[src/rtl/regfile_mp_pkg.sv]
// Shared defaults and slicing helper for the multi-port register file.
// Every file of the register file imports this package.
package regfile_pkg;

  localparam int XLEN_DEF  = 32;
  localparam int NREGS_DEF = 32;
  localparam int NRD_DEF   = 2;
  localparam int ZERO_REG  = 0;

  // Low bit of port p's field inside a flat per-port vector.
  function automatic int slice_lo(input int port, input int width);
    return port * width;
  endfunction

endpackage

[src/rtl/regfile_mp_if.sv]
// Decode/writeback bus of the register file.
// There is no valid/ready handshake: every signal is sampled on every rising
// edge. rd_en, wr_en, alloc_en and flush act as one-cycle commands, and
// rs_data/rs_busy are valid after the edge that captured the addresses.
interface regfile_mp_if
  import regfile_pkg::*;
#(
  parameter int XLEN  = XLEN_DEF,
  parameter int NREGS = NREGS_DEF,
  parameter int NRD   = NRD_DEF
);

  localparam int AW = $clog2(NREGS);

  logic                 rd_en;
  logic [NRD*AW-1:0]    rs_addr;
  logic [NRD*XLEN-1:0]  rs_data;
  logic [NRD-1:0]       rs_busy;
  logic                 wr_en;
  logic [AW-1:0]        wr_addr;
  logic [XLEN-1:0]      wr_data;
  logic                 alloc_en;
  logic [AW-1:0]        alloc_addr;
  logic                 flush;

  modport master (
    output rd_en, rs_addr, wr_en, wr_addr, wr_data, alloc_en, alloc_addr, flush,
    input  rs_data, rs_busy
  );

  modport slave (
    input  rd_en, rs_addr, wr_en, wr_addr, wr_data, alloc_en, alloc_addr, flush,
    output rs_data, rs_busy
  );

endinterface

[src/rtl/regfile_mp_rdport.sv]
// One read port: captured address plus a data register that tracks the
// architectural value of that address, including same-edge writes.
module regfile_rdport
  import regfile_pkg::*;
#(
  parameter int XLEN = XLEN_DEF,
  parameter int AW   = 5
) (
  input  logic            clk,
  input  logic            rst,
  input  logic            rd_en,
  input  logic [AW-1:0]   addr,
  input  logic [XLEN-1:0] arr_data,
  input  logic            wr_en,
  input  logic [AW-1:0]   wr_addr,
  input  logic [XLEN-1:0] wr_data,
  output logic [AW-1:0]   cap,
  output logic [XLEN-1:0] data
);

  // wr_en arrives already qualified with a nonzero destination.
  logic hit_new;
  logic hit_cap;

  assign hit_new = wr_en && (wr_addr == addr);
  assign hit_cap = wr_en && (wr_addr == cap);

  always_ff @(posedge clk) begin
    if (rst) begin
      cap  <= '0;
      data <= '0;
    end else if (rd_en) begin
      cap  <= addr;
      data <= hit_new ? wr_data : arr_data;
    end else if (hit_cap) begin
      data <= wr_data;
    end
  end

endmodule

[src/rtl/regfile_mp.sv]
// Multi-read-port register file with registered reads, write-first bypass
// and a per-register busy scoreboard for decode hazard detection.
module regfile_mp
  import regfile_pkg::*;
#(
  parameter int XLEN  = XLEN_DEF,
  parameter int NREGS = NREGS_DEF,
  parameter int NRD   = NRD_DEF
) (
  input  logic         clk,
  input  logic         rst,
  regfile_mp_if.slave  bus
);

  localparam int AW = $clog2(NREGS);

  logic [NREGS-1:0][XLEN-1:0] regs;
  logic [NREGS-1:0]           busy;
  logic [NREGS-1:0]           busy_next;
  logic                       wr_live;

  // x0 is never written, so after reset it reads as zero forever.
  assign wr_live = bus.wr_en && (bus.wr_addr != AW'(ZERO_REG));

  always_ff @(posedge clk) begin
    if (rst) begin
      regs <= '0;
    end else if (wr_live) begin
      regs[bus.wr_addr] <= bus.wr_data;
    end
  end

  // Priority: flush, then allocation, then writeback clear.
  always_comb begin
    busy_next = busy;
    if (bus.wr_en) begin
      busy_next[bus.wr_addr] = 1'b0;
    end
    if (bus.alloc_en) begin
      busy_next[bus.alloc_addr] = 1'b1;
    end
    if (bus.flush) begin
      busy_next = '0;
    end
    busy_next[ZERO_REG] = 1'b0;
  end

  always_ff @(posedge clk) begin
    if (rst) begin
      busy <= '0;
    end else begin
      busy <= busy_next;
    end
  end

  for (genvar p = 0; p < NRD; p++) begin : g_port
    logic [AW-1:0]   addr;
    logic [AW-1:0]   cap;
    logic [XLEN-1:0] data;

    assign addr = bus.rs_addr[slice_lo(p, AW) +: AW];

    regfile_rdport #(
      .XLEN (XLEN),
      .AW   (AW)
    ) u_rdport (
      .clk      (clk),
      .rst      (rst),
      .rd_en    (bus.rd_en),
      .addr     (addr),
      .arr_data (regs[addr]),
      .wr_en    (wr_live),
      .wr_addr  (bus.wr_addr),
      .wr_data  (bus.wr_data),
      .cap      (cap),
      .data     (data)
    );

    assign bus.rs_data[slice_lo(p, XLEN) +: XLEN] = data;
    assign bus.rs_busy[p]                         = busy[cap];
  end

endmodule

[src/flat_wrapper.sv]
// flat-port wrapper written by rule: the top's interface ports become plain ports
module regfile_mp_flat import regfile_pkg::*;
#(
  parameter int XLEN  = XLEN_DEF,
  parameter int NREGS = NREGS_DEF,
  parameter int NRD   = NRD_DEF
)
  (clk, rst, bus_rd_en, bus_rs_addr, bus_wr_en, bus_wr_addr, bus_wr_data, bus_alloc_en, bus_alloc_addr, bus_flush, bus_rs_data, bus_rs_busy);
  regfile_mp_if #(.XLEN(XLEN), .NREGS(NREGS), .NRD(NRD)) bus_i ();
  input  logic clk;
  input  logic rst;
  input wire logic [$bits(bus_i.rd_en)-1:0] bus_rd_en;
  input wire logic [$bits(bus_i.rs_addr)-1:0] bus_rs_addr;
  input wire logic [$bits(bus_i.wr_en)-1:0] bus_wr_en;
  input wire logic [$bits(bus_i.wr_addr)-1:0] bus_wr_addr;
  input wire logic [$bits(bus_i.wr_data)-1:0] bus_wr_data;
  input wire logic [$bits(bus_i.alloc_en)-1:0] bus_alloc_en;
  input wire logic [$bits(bus_i.alloc_addr)-1:0] bus_alloc_addr;
  input wire logic [$bits(bus_i.flush)-1:0] bus_flush;
  output wire logic [$bits(bus_i.rs_data)-1:0] bus_rs_data;
  output wire logic [$bits(bus_i.rs_busy)-1:0] bus_rs_busy;
  assign bus_i.rd_en = bus_rd_en;
  assign bus_i.rs_addr = bus_rs_addr;
  assign bus_i.wr_en = bus_wr_en;
  assign bus_i.wr_addr = bus_wr_addr;
  assign bus_i.wr_data = bus_wr_data;
  assign bus_i.alloc_en = bus_alloc_en;
  assign bus_i.alloc_addr = bus_alloc_addr;
  assign bus_i.flush = bus_flush;
  assign bus_rs_data = bus_i.rs_data;
  assign bus_rs_busy = bus_i.rs_busy;
  regfile_mp #(.XLEN(XLEN), .NREGS(NREGS), .NRD(NRD)) u_core (.clk(clk), .rst(rst), .bus(bus_i));
endmodule
[config.mk]
export PLATFORM = sky130hd
export DESIGN_NAME = regfile_mp_flat
export DESIGN_NICKNAME = d
export VERILOG_FILES = /design/src/rtl/regfile_mp_pkg.sv /design/src/rtl/regfile_mp_if.sv /design/src/rtl/regfile_mp_rdport.sv /design/src/rtl/regfile_mp.sv /design/src/flat_wrapper.sv
export SDC_FILE = /design/constraint.sdc
export NUM_CORES = 2
export LEC_CHECK = 0
export CORE_AREA = 2 2 299 301
export CTS_CLUSTER_DIAMETER = 60
export DETAILED_ROUTE_END_ITERATION = 8
export DIE_AREA = 0 0 301 303
export GPL_ROUTABILITY_DRIVEN = 0
export PLACE_DENSITY = 0.8
export RECOVER_POWER = 50
export REMOVE_ABC_BUFFERS = 1
export SYNTH_ARGS = -nofsm -noshare
export SYNTH_HDL_FRONTEND = slang
export SYNTH_SLANG_ARGS = --single-unit
export TNS_END_PERCENT = 10
[constraint.sdc]
create_clock -name clk -period 3.1 [get_ports clk]
set_input_delay 0.31 -clock clk [delete_from_list [all_inputs] [get_ports clk]]
set_output_delay 0.31 -clock clk [all_outputs]
set_load 0.05 [all_outputs]
==> results_dict.tcl <==
set metrics [dict create \
    status "finished with violations" \
    violations "design-rule violations, max-capacitance violations, max-slew violations" \
    grt_pass1_vias 51600 \
    num_rows 109 \
    synth-main-ff-cell "dfxtp_1" \
    path_cells "mux2_2, nand2_1, o21ai_0, mux4_2, mux2_2, buf_4" \
    clk_path_buf_depth 3 \
    fp.dieH_um 303 \
    wl_per_cell_um 28.5 \
    cts_made_buffers 115 \
    fin_ws_ns 0.0538 \
    io_pins 124 \
    viasPerCell 7.21 \
    cts_max_level 3 \
    dr.first_iter.drc_count 10100 \
    skew_ns 0.0461 \
    drv_slew 261 \
    final_layout_size_suffix_gt1_share_pct 17.3 \
    finalSetupViolations 0 \
    ff2ff_path_depth 6 \
    vias 52600 \
    synth_cell_types 36 \
    synth_edf_count 0 \
    multi_input_area_mm2 0.0300 \
    first_pass_iters 9 \
    rsz0062_at_grt "false" \
    fin_crit_sh_pct 98.3 \
    synth_common_cells "nand2_1, dfxtp_1, a21oi_1" \
    routed_wl_um 208000 \
    hold_path_class "in -> reg" \
    power_uw 33300 \
    power_density_mw_per_mm2 534 \
    area_growth_pct 13.7 \
    maxCapViolCount 6 \
    regArea_mm2 0.0226 \
    worst_setup_path_start_kind "register" \
    dieArea_mm2 0.0912 \
    maxSlewHeadroom_pct -44.5 \
    crit_cells 6 \
    num-fill-cells 6252 \
    yosysMostFrequentCell "nand2_1" \
    synth_area_leaders "dfxtp_1, mux4_2, nand2_1" \
    dpl.hpwl_um 118000 \
    chipWidth_um 301 \
    worstMarginPinSlew_ns 2.17 \
    grt_max_degree 135 \
    crit_required_ns 2.79 \
    place_ws_ns 0.149 \
    hold_depth 3 \
    nNetsFinal 6083 \
    fin_crit_ns 3.05 \
    synth_seq_cells 1129 \
    cts.sinks 1129 \
    yosysSeqAreaShare_pct 41.2 \
    cts_tree "done" \
    p_leak_uw 0.0207 \
    yosysTopAreaCell "dfxtp_1" \
    vdd_drop_max_uv 520 \
    drcViolationCount 5 \
    initial_utilization_pct 62.4 \
    worstSetupPathType "reg -> out" \
    cp_num_buf_inv 1 \
    clkSlewWorstSetupHoldPaths_ns 0.07 \
    track_usage_pct 44.9 \
    grt_overflow 0 \
    tns_ns 0 \
    core_region_area_mm2 0.0880 \
    portBuffers 123 \
    syn_area_mm2 0.0549 \
    ys_warn_count 0 \
    ant_nets 0 \
    cp_max_fo 11 \
    crit_family "multiplexers" \
    fin_cells 7289 \
    antenna_found_initial 5 \
    critPathMaxStageDelay_ns 0.52 \
    grt_pass1_wl_um 308000 \
    synth_cells 6159 \
    clk_root_buffer_cell "clkbuf_16" \
    critPathCaptureType "primary output" \
    synth.avg_cell_area_um2 8.91 \
    cp_common_cell "mux2_2" \
    timing.fmax_mhz 328 \
    final-hold-violation-count 0 \
    async_flop_share_pct 0 \
    yosys.area.top_type_share_pct 41.2 \
    crit_arrival_ns 2.74 \
    crit_slowest_cell "dfxtp_2" \
    dp.cells 7072 \
    insertion_delay_ns 0.75 \
]
[cell families after synthesis]
family,synth area share (%)
multiplexers,22.0
XOR/XNOR,0.319
AND/OR/NAND/NOR,16.8
flip-flops,41.2
buffers and inverters,4.80
AO/OA/AOI/OAI,14.9
[placed cells by master, fill, tap and decap left out, drive strengths merged, types with 4 or more instances in the layout]
| cell type | netlist | final |
|---|---|---|
| a2111oi | 64 | 64 |
| a21oi | 994 | 994 |
| a22oi | 283 | 283 |
| and2 | 9 | 9 |
| and3 | 5 | 5 |
| and3b | 5 | 5 |
| buf | 133 | 218 |
| bufinv | 0 | 22 |
| clkbuf | 496 | 193 |
| clkdlybuf4s50 | 0 | 112 |
| clkinv | 0 | 31 |
| clkinvlp | 0 | 6 |
| dfxtp | 1129 | 1129 |
| dlygate4sd3 | 0 | 5 |
| inv | 35 | 40 |
| mux2 | 4 | 4 |
| mux2i | 10 | 10 |
| mux4 | 530 | 530 |
| nand2 | 2157 | 2157 |
| nand3 | 14 | 14 |
| nor2 | 140 | 140 |
| nor2b | 40 | 40 |
| nor3b | 5 | 5 |
| o22ai | 64 | 64 |
| o311ai | 4 | 4 |
| xnor2 | 17 | 17 |
[registers in the layout, summed over array words and instances, names as in the netlist]
register	flops
u_core.busy	31
u_core.regs	1024
u_core.g_port.u_rdport.data	64
u_core.g_port.u_rdport.cap	10
[per-stage QoR]
step                utilization (%)  hold WS (ns)  instance area [um2]
floorplan                         -         0.379                52400
global placement               66.4         0.449                58400
detailed placement             66.4         0.455                58400
CTS                            71.3        0.0377                62700
global route                   70.9        0.0369                62400
finish                         70.9        0.0295                62400
[tightest hold or removal path: stages]
cell and delay, ns:
buf_8 0.17, mux2i_1 0.18, nor2_1 0.06
[where the power goes]
| part | internal [uW] | switching, uW | total, uW |
|---|---|---|---|
| sequential | 14700 | 199 | 14900 |
| clock | 9210 | 6370 | 15600 |
| combinational | 921 | 1930 | 2850 |
[routing by layer]
| metal | part of all wire (%) | GRT usage (%) | vias up |
|---|---|---|---|
| met1 | 32 | 54.2 | 24900 |
| met3 | 16 | 16.0 | 1437 |
| li1 | - | - | 21400 |
| met5 | 0.019 | 0.414 | - |
| met2 | 43 | 65.7 | 4892 |
| met4 | 9.3 | 35.1 | 6 |
[path summary, 6_finish.rpt]
check	from	slack, ns	endpoint
max	u_core.g_port[0].u_rdport.cap[1]	0.05	bus_rs_busy[0]
min	bus_rs_addr[2]	0.03	u_core.g_port[0].u_rdport.cap[2]
max reg2reg	u_core.g_port[0].u_rdport.cap[0]	0.81	u_core.g_port[0].u_rdport.data[23]
min reg2reg	u_core.regs[983]	0.46	u_core.regs[983]
[area by class of cell]
cell class	count	share of cell area, %
flip-flops and latches	1129	36.3
diodes	2	0.00803
well taps	1165	2.34
inverters	35	0.211
clock buffers	150	5.16
clock inverters	64	1.67
multi-input cells	4366	48.2
repair buffers	378	6.20
[repair_timing]
item                                    4_1_cts  5_1_grt
hold buffers                                  1        0
endpoints found under the hold margin         1        0
endpoints found under the setup margin        2        1
gates resized for setup                       5        1
gates cloned                                  0        0
buffers inserted                              0        0
(Power assumes the default switching activity.)
